===== src/rtl/ram_arb_pkg.sv =====
// ram_arb_pkg: shared definitions for the two-port RAM arbiter.
//   - arb_state_e : sequencer states (IDLE, ISSUE, DONE)
//   - OWN_CPU/OWN_IO : encoding of the owner/grant bit
//   - DEF_ADDR_W/DEF_DATA_W : default RAM geometry
package ram_arb_pkg;

  localparam int unsigned DEF_ADDR_W = 8;
  localparam int unsigned DEF_DATA_W = 32;

  localparam logic OWN_CPU = 1'b0;
  localparam logic OWN_IO  = 1'b1;

  typedef enum logic [1:0] {
    IDLE  = 2'd0,
    ISSUE = 2'd1,
    DONE  = 2'd2
  } arb_state_e;

endpackage


===== src/rtl/ram_arb_pick.sv =====
// ram_arb_pick: combinational winner selection for ram_arbiter.
// Ports:
//   cpu_req_i  CPU port request
//   io_req_i   I/O port request
//   owner_i    last grantee (OWN_CPU / OWN_IO)
//   grant_o    selected port; only meaningful when a request is present
// Build option: ARB_ROUND_ROBIN_EN -- when defined, a tie goes to the port
// that is not the current owner; otherwise the CPU always wins a tie.
module ram_arb_pick
  import ram_arb_pkg::*;
(
  input  logic cpu_req_i,
  input  logic io_req_i,
  input  logic owner_i,
  output logic grant_o
);

`ifndef ARB_ROUND_ROBIN_EN
  // Owner history is irrelevant when the CPU has fixed priority.
  logic unused_owner;
  assign unused_owner = owner_i;
`endif

  always_comb begin
    grant_o = OWN_CPU;
    if (cpu_req_i && io_req_i) begin
`ifdef ARB_ROUND_ROBIN_EN
      grant_o = ~owner_i;
`else
      grant_o = OWN_CPU;
`endif
    end else if (io_req_i) begin
      grant_o = OWN_IO;
    end
  end

endmodule


===== src/rtl/ram_arbiter.sv =====
// ram_arbiter: shares a single-port registered-read RAM between a CPU port
// and an I/O port. Each access takes three cycles: IDLE (grant + latch),
// ISSUE (RAM enable high), DONE (ack + read data to the winner).
// Ports:
//   clk, clear                  clock, synchronous active-high reset
//   cpu_req/we/addr/wdata       CPU request (held until cpu_ack)
//   cpu_ack, cpu_rdata          CPU completion pulse and read data
//   io_*                        same set for the I/O port
//   mem_addr/wdata/we/re        registered RAM controls
//   mem_rdata                   RAM output (one-cycle latency)
//   busy                        high in ISSUE and DONE
//   owner                       current/last grantee (0 = CPU, 1 = IO)
// Build option: ARB_ROUND_ROBIN_EN selects alternating tie resolution
// (see ram_arb_pick); undefined gives the CPU fixed priority.
module ram_arbiter
  import ram_arb_pkg::*;
#(
  parameter int unsigned ADDR_W = DEF_ADDR_W,
  parameter int unsigned DATA_W = DEF_DATA_W
) (
  input  logic              clk,
  input  logic              clear,
  input  logic              cpu_req,
  input  logic              cpu_we,
  input  logic [ADDR_W-1:0] cpu_addr,
  input  logic [DATA_W-1:0] cpu_wdata,
  output logic              cpu_ack,
  output logic [DATA_W-1:0] cpu_rdata,
  input  logic              io_req,
  input  logic              io_we,
  input  logic [ADDR_W-1:0] io_addr,
  input  logic [DATA_W-1:0] io_wdata,
  output logic              io_ack,
  output logic [DATA_W-1:0] io_rdata,
  output logic [ADDR_W-1:0] mem_addr,
  output logic [DATA_W-1:0] mem_wdata,
  output logic              mem_we,
  output logic              mem_re,
  input  logic [DATA_W-1:0] mem_rdata,
  output logic              busy,
  output logic              owner
);

  arb_state_e        state_q, state_d;
  logic              owner_q, owner_d;
  logic [ADDR_W-1:0] mem_addr_q, mem_addr_d;
  logic [DATA_W-1:0] mem_wdata_q, mem_wdata_d;
  logic              mem_we_q, mem_we_d;
  logic              mem_re_q, mem_re_d;
  logic              grant;

  ram_arb_pick u_pick (
    .cpu_req_i (cpu_req),
    .io_req_i  (io_req),
    .owner_i   (owner_q),
    .grant_o   (grant)
  );

  always_ff @(posedge clk) begin
    if (clear) begin
      state_q     <= IDLE;
      owner_q     <= OWN_IO;
      mem_addr_q  <= '0;
      mem_wdata_q <= '0;
      mem_we_q    <= 1'b0;
      mem_re_q    <= 1'b0;
    end else begin
      state_q     <= state_d;
      owner_q     <= owner_d;
      mem_addr_q  <= mem_addr_d;
      mem_wdata_q <= mem_wdata_d;
      mem_we_q    <= mem_we_d;
      mem_re_q    <= mem_re_d;
    end
  end

  // Enables default low so they are high only during ISSUE; address and
  // write data hold their last value.
  always_comb begin
    state_d     = state_q;
    owner_d     = owner_q;
    mem_addr_d  = mem_addr_q;
    mem_wdata_d = mem_wdata_q;
    mem_we_d    = 1'b0;
    mem_re_d    = 1'b0;
    unique case (state_q)
      IDLE: begin
        if (cpu_req || io_req) begin
          owner_d = grant;
          state_d = ISSUE;
          if (grant == OWN_IO) begin
            mem_addr_d  = io_addr;
            mem_wdata_d = io_wdata;
            mem_we_d    = io_we;
            mem_re_d    = ~io_we;
          end else begin
            mem_addr_d  = cpu_addr;
            mem_wdata_d = cpu_wdata;
            mem_we_d    = cpu_we;
            mem_re_d    = ~cpu_we;
          end
        end
      end
      ISSUE:   state_d = DONE;
      DONE:    state_d = IDLE;
      default: state_d = IDLE;
    endcase
  end

  // Ack is decoded from state so it still fires in a DONE cycle that
  // coincides with clear.
  assign cpu_ack   = (state_q == DONE) && (owner_q == OWN_CPU);
  assign io_ack    = (state_q == DONE) && (owner_q == OWN_IO);
  assign cpu_rdata = cpu_ack ? mem_rdata : '0;
  assign io_rdata  = io_ack ? mem_rdata : '0;

  assign mem_addr  = mem_addr_q;
  assign mem_wdata = mem_wdata_q;
  assign mem_we    = mem_we_q;
  assign mem_re    = mem_re_q;
  assign busy      = (state_q != IDLE);
  assign owner     = owner_q;

endmodule


===== config.mk =====
export PLATFORM = sky130hd
export DESIGN_NAME = ram_arbiter
export DESIGN_NICKNAME = d
export VERILOG_FILES = /design/src/rtl/ram_arb_pkg.sv /design/src/rtl/ram_arb_pick.sv /design/src/rtl/ram_arbiter.sv
export SDC_FILE = /design/constraint.sdc
export NUM_CORES = 1
export LEC_CHECK = 0
export BUFFER_PORTS_ARGS = -buffer_cell sky130_fd_sc_hd__buf_2
export CAP_MARGIN = 20
export CORE_AREA = 2 2 89 91
export CTS_BUF_LIST = sky130_fd_sc_hd__clkbuf_16
export DETAILED_ROUTE_END_ITERATION = 10
export DIE_AREA = 0 0 91 93
export PLACE_DENSITY = 0.73
export SYNTH_ARGS = -nofsm -noshare
export SYNTH_HDL_FRONTEND = slang
export SYNTH_HIERARCHICAL = 1
export SYNTH_SLANG_ARGS = --single-unit

===== constraint.sdc =====
create_clock -name clk -period 1.6 [get_ports clk]
set_input_delay 0.08 -clock clk [delete_from_list [all_inputs] [get_ports clk]]
set_output_delay 0.08 -clock clk [all_outputs]
set_load 0.02 [all_outputs]

; After elaboration in Yosys (flattened, before gate mapping)
; Index checks and enable logic that the tools add are counted.
[totals]
ff_bits = 45
latchBits = 0
ram_bits = 0
rom_bits = 0
word_cells = 32
mem_count = 0
[classes]
n_addsub = 0
mul = 0
div = 0
magnitude_cmp = 0
eq_ne = 3
n_shift = 0
n_mux = 10
bitwise = 5
n_reduce_logical = 8
[ops]
columns = op, count
row1 = 2-to-1 mux 32 bit, 3
row2 = 2-to-1 mux 8 bit, 1
row3 = NOT 1 bit, 5
row4 = 2-to-1 mux 1 bit, 4
row5 = one-hot mux 2 bit (2 select lines), 1
row6 = logical AND 1 bit, 3
row7 = OR reduction 3 bit, 1
row8 = "equality test 2 x 1 -> 1 bit, second input constant", 1
row9 = "equality test 2 bit, second input constant", 1
row10 = zero test 2 bit, 1
row11 = 2-to-1 mux 2 bit, 1
row12 = "inequality test 2 bit, second input constant", 1
row13 = AND reduction 2 bit, 1
row14 = nonzero test 2 bit, 1
row15 = logical OR 1 bit, 1

; Logic depth before layout (Yosys ltp)
; Gate-level depths: netlist of run 1.
[depth]
word_depth = 3
mapped_depth = 6

; Hierarchy
; Netlist of run 1, hierarchy kept.
[modules_own_cells]
columns = mod, n_inst, cells_per_inst, area_each_um2
row1 = ram_arbiter, 1, 273, 2658.8
row2 = ram_arb_pick, 1, 1, 13.8

; Least setup slack after synthesis of run 1
; No wires, ideal clock.
[synth_path]
path_type = register to output
start = register owner_q, in the netlist owner
end = output io_rdata[22]
arrival_ps = 1346
setup_slack_ps = 174
stages_incl_launch_ff = 4
path_buffers = 1
path_cell_list = dfxtp_1 and3b_1 clkbuf_1 and2_1
[synth_between]
elab_chain_cells = 2
[synth_rtl]
columns = item, line_no
row1 = start: declaration, ram_arbiter.sv:45  ; logic owner_q, owner_d;
row2 = start signal: assignment, ram_arbiter.sv:69  ; owner_q <= owner_d;
row3 = logical AND 1 bit, ram_arbiter.sv:113  ; assign io_ack = (state_q == DONE) && (owner_q == OWN_IO);
row4 = named net io_ack, ram_arbiter.sv:33  ; output logic io_ack,
row5 = 2-to-1 mux 32 bit, ram_arbiter.sv:115  ; assign io_rdata = io_ack ? mem_rdata : '0;
row6 = end: declaration, ram_arbiter.sv:34  ; output logic [DATA_W-1:0] io_rdata,
; The timed path passes the listed nets, and every way through them passes these cells.

; Final worst setup path of run 1
[layout_path]
start = register state_q[0]
end = output io_rdata[16]
[layout_between]
elab_chain_cells = 3
[layout_rtl]
columns = item, line_no
row1 = start: declaration, ram_arbiter.sv:44  ; arb_state_e state_q, state_d;
row2 = start signal: assignment, ram_arbiter.sv:68  ; state_q <= state_d;
row3 = equality test 2 bit, ram_arbiter.sv:113
row4 = logical AND 1 bit, ram_arbiter.sv:113
row5 = 2-to-1 mux 32 bit, ram_arbiter.sv:115
; Every way passes these cells.

==> results of run 1 <==
==> power by group <==
group / leakage, nW / internal, mW / switching [mW] / total [mW]
sequential: 0.375 / 1.25 / 0.0668 / 1.32
clock: 0.0776 / 0.561 / 0.391 / 0.953
combinational: 1.64 / 0.441 / 0.631 / 1.07
==> what timing repair did <==
action                                 4_1_cts  5_1_grt
gates resized for setup                      0        3
endpoints found under the hold margin        0        0
setup endpoints to repair                    0       63
==> cell families after synthesis <==
logic type | count (synthesis) | share of synthesized area, %
DFF | 45 | 33.7
and+or+nand+nor | 76 | 18.1
buffers and inverters | 31 | 6.32
AOI/OAI and AO/OA | 81 | 26.5
muxes | 41 | 15.4
==> layer usage <==
metal	GRT usage (%)	vias to the layer above	share of wire, %
li1	-	1398	-
met1	19.1	1298	36
met2	34.3	121	53
met3	6.93	13	9.4
met4	5.30	2	1.5
met5	0	-	0.083
==> path summary, 6_finish.rpt <==
path / from / to / slack (ns)
worst max register to register: state_q[0] / mem_wdata[8] / 0.17
worst min register to register: state_q[1] / state_q[1] / 0.48
worst max-delay path: state_q[0] / io_rdata[16] / 0.11
worst min-delay path: clear / state_q[0] / 0.06
==> worst register-to-register path, delay by kind of cell (launching register included) <==
| kind | cells | cell delay, ns |
|---|---|---|
| AO/OA/AOI/OAI | 1 | 0.18 |
| flip-flops | 1 | 0.36 |
| AND/OR/NAND/NOR | 2 | 0.75 |
==> state kept, by name, indices dropped and copies added (netlist names) <==
register and cells:
mem_wdata 32, mem_addr 8, state_q 2, mem_re 1, mem_we 1, owner 1
==> final cells by class <==
| type | count | area [um^2] | share of cell area, % |
|---|---|---|---|
| multi-input combinational | 198 | 1620 | 40.2 |
| sequential | 45 | 902 | 22.4 |
| antenna | 2 | 5.00 | 0.124 |
| clock inverter | 3 | 11.3 | 0.280 |
| timing repair buffer | 237 | 1230 | 30.6 |
| inverter | 1 | 3.75 | 0.0933 |
| clock buffer | 5 | 125 | 3.11 |
| tap | 102 | 128 | 3.17 |
==> layout by cell type (no fill, tap or decap) <==
cell	count
a211oi_2	40
and3b_1	1
buf_2	227
buf_12	1
clkbuf_16	5
dfxtp_1	44
and2_4	1
inv_1	4
buf_4	7
dfxtp_2	1
nor2_4	1
a21oi_1	40
and2_1	64
mux2i_1	41
and3_1	1
buf_6	2
a211o_1	1
or2_1	1
nor3_1	1
nor3b_1	2
diode_2	2
nor3b_2	1
nor2b_4	1
nand2_1	1
nor2_1	1
==> stage by stage <==
stage	instances	total power [mW]
after floorplan	274	2.04
after global placement	583	2.39
after detailed placement	583	2.42
after CTS	591	3.38
after global routing	591	3.50
final	593	3.34
==> run_results.csv, run 1 <==
group,metric,value,unit
synth,synth_nets,392,
place,place_ws,0.171,ns
global_route,grt_pass1_wl,12.7,mm
place,port_buffers,227,
global_route,grt_max_degree,41,
clock_tree,cts_setup_buffers,0,
routing,routed_wl,8.41,mm
critical_path,critPathKind,"reg -> out",
clock_tree,clkTransAtPathRegs,0.06,ns
synth,seq_area_frac_synth,33.7,%
floorplanning,rows,32,
pwr,p_leak,2.09,nW
routing,detail_route.drc_violations,0,
synth,yosys.area.top_type,"dfxtp_1",
routing,drt_iter0_drc,63,
routing,wl_per_cell,14.2,um
critical_path,worstRegToRegCells,3,
run_status,status,"finished clean",
global_route,antenna_found_initial,3,
clock_tree,cts_buffer_depth,2,
routing,avgViaCountPerCell,4.78,
pwr,vdd_drop_max,0.492,mV
layout,fin_area,0.00402,mm^2
global_route,grt_overflow_total,0,
clock_tree,cts.hold.buffers_added,0,
critical_path,slowest_stage,"dfxtp_1",
place,gp_congestion,0.736,
global_route,grt_pass1_vias,2643,
layout,area_growth_syn_to_layout,50.5,%
clock_tree,cts.sinks,45,
floorplanning,start_util,35.5,%
layout,fin_nets,606,
critical_path,critPathTopFamily,"flip-flops",
synth,synth_edf_count,0,
synth,ys_types,19,
routing,final_antenna_net_count,0,
sta,rsz0062_at_grt,"no",
synth,syn_area_per_cell,9.75,um^2
sta,worstMarginPinSlew,0.671,ns
synth,synth_commonest_cells,"and2_1 (64), dfxtp_1 (45), mux2i_1 (41), a211oi_2 (40), a21oi_1 (40)",
clock_tree,cts_tree,"built",
synth,yosysMostFrequentCell,"and2_1",
critical_path,slowest_delay,0.42,ns
routing,vias,2832,
clock_tree,clk_latency,0.28,ns
synth,ys_ff_latch,45,
place,dp_hpwl,6.64,mm
floorplanning,ios,228,
critical_path,startpoint_type,"flop",
clock_tree,clock-root-buffer,"clkbuf_16",
hold_path,hp-class,"in -> reg",
clock_tree,htreeDepth,2,
sta,period_minus_slack,1.49,ns
sta,timing.hold.ws,0.0590,ns
floorplanning,core_region_area,0.00753,mm^2
sta,setup_viol_count_final,0,
synth,ys.flop_type,"dfxtp_1",
sta,hold_viol_final,0,
synth,synthTopCellsByArea,"dfxtp_1 (34%), a211oi_2 (19%), mux2i_1 (15%)",
floorplanning,die_x,91,um
critical_path,crit_fanout,33,
critical_path,cp.depth,4,
pwr,powerDensity,831,mW/mm^2
layout,utilization,53.4,%
critical_path,critPathArrivalTime,1.41,ns
critical_path,worstSetupEndpointType,"output pin",
sta,drv_slew,0,
layout,nFillCells,739,
clock_tree,numCtsBuffers,5,
flow_run,cap_violations,0,
critical_path,worst-path-buf-inv,2,
synth,synth_area,0.00267,mm^2
critical_path,required,1.52,ns
sta,fin_ws,0.107,ns
sta,tns,0,ns
sta,worst_slew_margin_rel,55.3,%
global_route,grtUsageTotal,18.4,%
synth,syn_inst,274,
critical_path,crit_chain,"and3b_1, buf_6, and2_1, buf_2",
synth,yosysWarnings,6,
hold_path,min_path_cells,2,
sta,max_freq,0.670,GHz
synth,synthArstFlopShare,0,%
floorplanning,dieArea,0.00846,mm^2
sta,period_share,93.3,%
sta,skew,0.00259,ns
routing,firstDrtPassIters,4,
place,placedInstanceArea,0.00387,mm^2
floorplanning,die_y,93,um
synth,yosysTopAreaCellShare,33.7,%
layout,drive_gt1_share,58.7,%
Note: power is estimated with default switching activity, not from simulation.
==> inputs of run 2 (changes only) <==
--- a/config.mk
+++ b/config.mk
@@ -12,6 +12,7 @@
 export DETAILED_ROUTE_END_ITERATION = 10
 export DIE_AREA = 0 0 91 93
 export PLACE_DENSITY = 0.73
+export RECOVER_POWER = 50
 export SYNTH_ARGS = -nofsm -noshare
 export SYNTH_HDL_FRONTEND = slang
 export SYNTH_HIERARCHICAL = 1
==> constraint.sdc (replaced) <==
create_clock -name clk -period 1.53 [get_ports clk]
set_input_delay 0.153 -clock clk [delete_from_list [all_inputs] [get_ports clk]]
set_output_delay 0.153 -clock clk [all_outputs]
set_load 0.02 [all_outputs]
==> run 2 against run 1 <==
  * The flow now finishes with violations (negative setup slack)
  * Critical path depth increased by 1
  * Clock skew up 0.0022 ns
  * Combinational power is 13% higher
  * Via count is 3.6% higher
  * Flip-flop and latch count unchanged
  * Final area rose by 13%
  * Hold slack improved by 0.16 ns
  * Total power rose by 8.2%
  * Final cell count is 0.51% higher
  * Die area unchanged
  * Largest power group unchanged
==> run_results.csv, run 2 (synthesized netlist as in run 1, its figures left out) <==
group,metric,value,unit
critical_path,worstRegToRegCells,3,
floorplanning,die_y,93,um
global_route,grt_max_degree,44,
floorplanning,start_util,35.5,%
clock_tree,numCtsBuffers,5,
place,gp_congestion,0.728,
clock_tree,cts_tree,"built",
layout,multi_input_area,0.00167,mm^2
global_route,met2_usage,34.2,%
global_route,antenna_found_initial,3,
critical_path,required,1.38,ns
clock_tree,cts.sinks,45,
place,dp.cells,582,
pwr,powerDensity,796,mW/mm^2
layout,drive_gt1_share,64.0,%
sta,max_freq,0.629,GHz
run_status,violations,"negative setup slack",
sta,period_share,104,%
global_route,grt_overflow_total,0,
floorplanning,ios,228,
layout,fin_nets,609,
sta,skew,0.00483,ns
layout,final_common_cell,"buf_2",
flow_run,cap_violations,0,
routing,vias,2933,
global_route,use_met3,6.61,%
critical_path,crit_end,"cpu_rdata[7]",
global_route,grtUsageMet1,20.3,%
sta,hold_viol_final,0,
global_route,grtUsageTotal,18.6,%
global_route,grt_pass1_wl,12.9,mm
place,port_buffers,227,
critical_path,r2r-end,"mem_wdata[7]",
critical_path,critPathKind,"reg -> out",
sta,drv_slew,0,
critical_path,crit_path_start,"state_q[1]",
routing,drt_iter0_drc,110,
layout,seq_area,910,um^2
pwr,vdd_drop_max,0.410,mV
clock_tree,cts.hold.buffers_added,0,
sta,setup_viol_count_final,25,
layout,area_growth_syn_to_layout,70.0,%
layout,fin_area,0.00454,mm^2
global_route,top_usage_layer,"met2",
floorplanning,rows,32,
routing,final_antenna_net_count,0,
critical_path,critPathArrivalTime,1.44,ns
routing,avgViaCountPerCell,4.92,
layout,nFillCells,636,
critical_path,crit_fanout,17,
layout,final_cell_mix,"buf_2 (166), buf_6 (56), and2_1 (45)",
critical_path,startpoint_type,"flop",
place,place_ws,0.0450,ns
layout,utilization,60.4,%
clock_tree,clk_latency,0.28,ns
clock_tree,cts_buffer_depth,2,
critical_path,r2r_start,"state_q[1]",
global_route,grt_pass1_vias,2705,
sta,worst_slew_margin_rel,55.0,%
place,placedInstanceArea,0.00391,mm^2
routing,firstDrtPassIters,4,
clock_tree,htreeDepth,2,
routing,detail_route.drc_violations,0,
clock_tree,clock-root-buffer,"clkbuf_16",
floorplanning,dieArea,0.00846,mm^2
critical_path,worstSetupEndpointType,"output pin",
run_status,status,"complete, but fails checks",
layout,largest_reg_flops,32,
sta,period_minus_slack,1.59,ns
clock_tree,clkTransAtPathRegs,0.06,ns
critical_path,ff2ff_setup_slack,0.12,ns
hold_path,hp-class,"in -> reg",
place,dp_hpwl,6.49,mm
pwr,p_leak,2.18,nW
routing,wl_per_cell,15.8,um
sta,rsz0062_at_grt,"yes",
sta,tns,-0.460,ns
layout,final_cells,596,
sta,fin_ws,-0.0595,ns
floorplanning,die_x,91,um
routing,routed_wl,9.43,mm
floorplanning,core_region_area,0.00753,mm^2
sta,worstMarginPinSlew,0.675,ns
## run 2: repair_timing
action	4_1_cts	5_1_grt
pin swaps	0	15
gates cloned	0	2
setup endpoints to repair	64	64
endpoints found under the hold margin	0	0
setup buffers	0	2
resized for setup	6	138
## run 2: cell type report
| cell class | count | share of cell area (%) |
|---|---|---|
| antenna | 2 | 0.110 |
| clock buffer | 5 | 2.75 |
| clock inverter | 3 | 0.386 |
| inverter | 1 | 0.0826 |
| multi-input combinational | 198 | 36.8 |
| sequential | 45 | 20.0 |
| tap | 102 | 2.81 |
| timing repair buffer | 240 | 37.1 |
## run 2: report_power, final
part           total (mW)  switching [mW]  internal (mW)  leakage, nW
clock network        1.03           0.434          0.598       0.0696
logic                1.21           0.687          0.520         1.74
registers            1.38          0.0702           1.31        0.375
total                3.62            1.19           2.42         2.18
## run 2: metrics by stage
step           total power, mW  hold WS (ns)
6_report                  3.62         0.221
3_3_place_gp              2.52         0.495
4_1_cts                   3.59         0.197
2_1_floorplan             2.14         0.356
5_1_grt                   3.80         0.249
3_5_place_dp              2.54         0.493
## run 2: worst min-delay path by stage
stage            startpoint      endpoint  slack, ns  cells after the start
3_3_place_gp     state_q[1]    state_q[1]       0.50                      1
3_5_place_dp         cpu_we        mem_we       0.49                      3
4_1_cts              cpu_we        mem_we       0.20                      3
6_report             cpu_we        mem_we       0.22                      3
2_1_floorplan        cpu_we        mem_we       0.36                      2
5_1_grt        cpu_wdata[8]  mem_wdata[8]       0.25                      3
## run 2: critical path: stages, from the launching register on
cell and delay, ns:
dfxtp_4 0.37, nor3b_4 0.21, buf_4 0.15, buf_12 0.13
and2_1 0.17, buf_6 0.13
## run 2: metal layers
metal | vias up | wire, um
li1 | 1407 | -
met1 | 1376 | 3510
met2 | 134 | 4920
met3 | 14 | 805
met4 | 2 | 183
met5 | - | 13
==> inputs of run 3 (changes only) <==
--- a/config.mk
+++ b/config.mk
@@ -11,7 +11,7 @@
 export CTS_BUF_LIST = sky130_fd_sc_hd__clkbuf_16
 export DETAILED_ROUTE_END_ITERATION = 10
 export DIE_AREA = 0 0 91 93
-export PLACE_DENSITY = 0.73
+export PLACE_DENSITY = 0.79
 export RECOVER_POWER = 50
 export SYNTH_ARGS = -nofsm -noshare
 export SYNTH_HDL_FRONTEND = slang
==> run 3 against run 2 <==
  * The run still ends with negative setup slack left
  * Fmax decreased by 0.86%
  * Critical path depth unchanged
  * Via count increased by 2.1%
  * Register-to-register slack improved by 0.05 ns
  * Highest routed layer is now met4
  * Largest power group unchanged
  * Final cell count increased by 0.67%
==> run_results.csv, run 3 (synthesized netlist as in run 1, its figures left out) <==
group,metric,value,unit
place,dp_hpwl,6.69,mm
critical_path,critPathKind,"reg -> out",
layout,nFillCells,618,
clock_tree,htreeDepth,2,
critical_path,critPathTopFamily,"buffers and inverters",
layout,drive_gt1_share,62.2,%
run_status,status,"complete, but fails checks",
clock_tree,clkTransAtPathRegs,0.06,ns
routing,highest_layer,"met4",
critical_path,required,1.38,ns
run_status,violations,"negative setup slack",
routing,met2_length,5.27,mm
critical_path,worstSetupEndpointType,"output pin",
routing,wl_per_cell,16.7,um
global_route,grt_overflow_total,0,
critical_path,crit_fanout,17,
floorplanning,ios,228,
routing,detail_route.drc_violations,0,
routing,final_antenna_net_count,0,
floorplanning,core_region_area,0.00753,mm^2
clock_tree,cts_tree,"built",
clock_tree,cts_buffer_depth,2,
global_route,grt_max_degree,43,
pwr,p_leak,2.10,nW
critical_path,crit_path_start,"state_q[1]",
sta,max_freq,0.624,GHz
floorplanning,die_y,93,um
sta,hold_viol_final,0,
routing,firstDrtPassIters,4,
sta,fin_ws,-0.0732,ns
routing,vias,2995,
sta,skew,0.00158,ns
sta,setup_viol_count_final,39,
place,gp_congestion,0.774,
pwr,vdd_drop_max,0.452,mV
critical_path,slowest_delay,0.36,ns
clock_tree,cts.hold.buffers_added,0,
global_route,grt_pass1_vias,2915,
layout,multi_input_area,0.00175,mm^2
clock_tree,clock-root-buffer,"clkbuf_16",
routing,avgViaCountPerCell,4.99,
sta,period_minus_slack,1.60,ns
floorplanning,rows,32,
critical_path,startpoint_type,"flop",
place,port_buffers,227,
clock_tree,clk_latency,0.28,ns
sta,rsz0062_at_grt,"yes",
clock_tree,numCtsBuffers,5,
floorplanning,start_util,35.5,%
sta,worst_slew_margin_rel,67.2,%
global_route,antenna_found_initial,3,
critical_path,r2r_start,"state_q[1]",
critical_path,critPathArrivalTime,1.45,ns
layout,fin_nets,613,
layout,largest_reg_flops,32,
routing,met3_length,712,um
sta,drv_slew,0,
floorplanning,die_x,91,um
global_route,grtUsageTotal,20.3,%
place,place_ws,0.153,ns
pwr,powerDensity,815,mW/mm^2
layout,area_growth_syn_to_layout,73.8,%
layout,seq_area,907,um^2
hold_path,hold_path_startpoint,"io_we",
global_route,grt_pass1_wl,14.1,mm
pwr,power,3.79,mW
critical_path,crit_chain,"nor3b_4, buf_4, buf_12, and2_1, buf_6",
layout,final_common_cell,"buf_2",
sta,worstMarginPinSlew,0.492,ns
routing,routedLengthMet1,3.74,mm
layout,final_cell_mix,"buf_2 (120), buf_6 (64), and2_4 (53)",
critical_path,worst-path-buf-inv,3,
routing,drt_iter0_drc,74,
critical_path,slowest_stage,"dfxtp_2",
sta,period_share,105,%
routing,routed_wl,10.0,mm
floorplanning,dieArea,0.00846,mm^2
hold_path,hp-class,"in -> reg",
clock_tree,cts.sinks,45,
flow_run,cap_violations,0,
[run 3: cell types whose count changed in the layout (fill, tap and decap cells not counted), sizes merged]
cell / change
buf: -39
bufinv: +1
clkbuf: +43
clkinv: -1
clkinvlp: -1
diode: +1
[run 3: layout make-up]
cell class              count  share of cell area, %
multi-input cells         198                   37.6
repair buffers            244                   36.4
flip-flops and latches     45                   19.5
well taps                 102                   2.75
clock buffers               5                   2.69
clock inverters             2                  0.754
diodes                      3                  0.162
inverters                   1                 0.0808
[run 3: repair_timing]
item / CTS / global route
pin swaps: 8 / 16
setup endpoints to repair: 65 / 66
endpoints found under the hold margin: 0 / 0
resized for setup: 76 / 110
setup buffers: 2 / 0
gates cloned: 1 / 2
[run 3: report_power, final]
part,internal [mW],switching [mW]
Combinational,0.522,0.699
Sequential,1.31,0.0760
Clock,0.758,0.425
[run 3: metrics by stage]
| stage | utilization, % | cells | hold slack [ns] | area [um^2] | setup TNS [ns] |
|---|---|---|---|---|---|
| final | 61.7 | 600 | 0.189 | 4640 | -0.938 |
| after global routing | 61.7 | 600 | 0.212 | 4640 | -4.93 |
| after CTS | 57.9 | 596 | 0.177 | 4360 | -0.681 |
| after detailed placement | 52.3 | 586 | 0.471 | 3940 | 0 |
| after global placement | 52.3 | 586 | 0.468 | 3940 | 0 |
| after floorplan | - | 274 | 0.356 | 2670 | 0 |
[run 3: final timing paths]
kind	to	slack, ns	cells after the start
setup / recovery	cpu_rdata[16]	-0.07	5
hold reg to reg	state_q[1]	0.46	1
setup reg to reg	mem_wdata[25]	0.17	4
hold / removal	mem_we	0.19	3
[run 3: worst min-delay path: stages]
cell	delay (ns)
buf_2	0.07
mux2i_1	0.07
nor3_1	0.12
[run 3: per-layer routing]
layer / track usage [%] / up-vias
met5: 0 / -
met4: 6.57 / 0
met3: 4.59 / 24
met2: 39.7 / 155
met1: 21.5 / 1407
li1: - / 1409
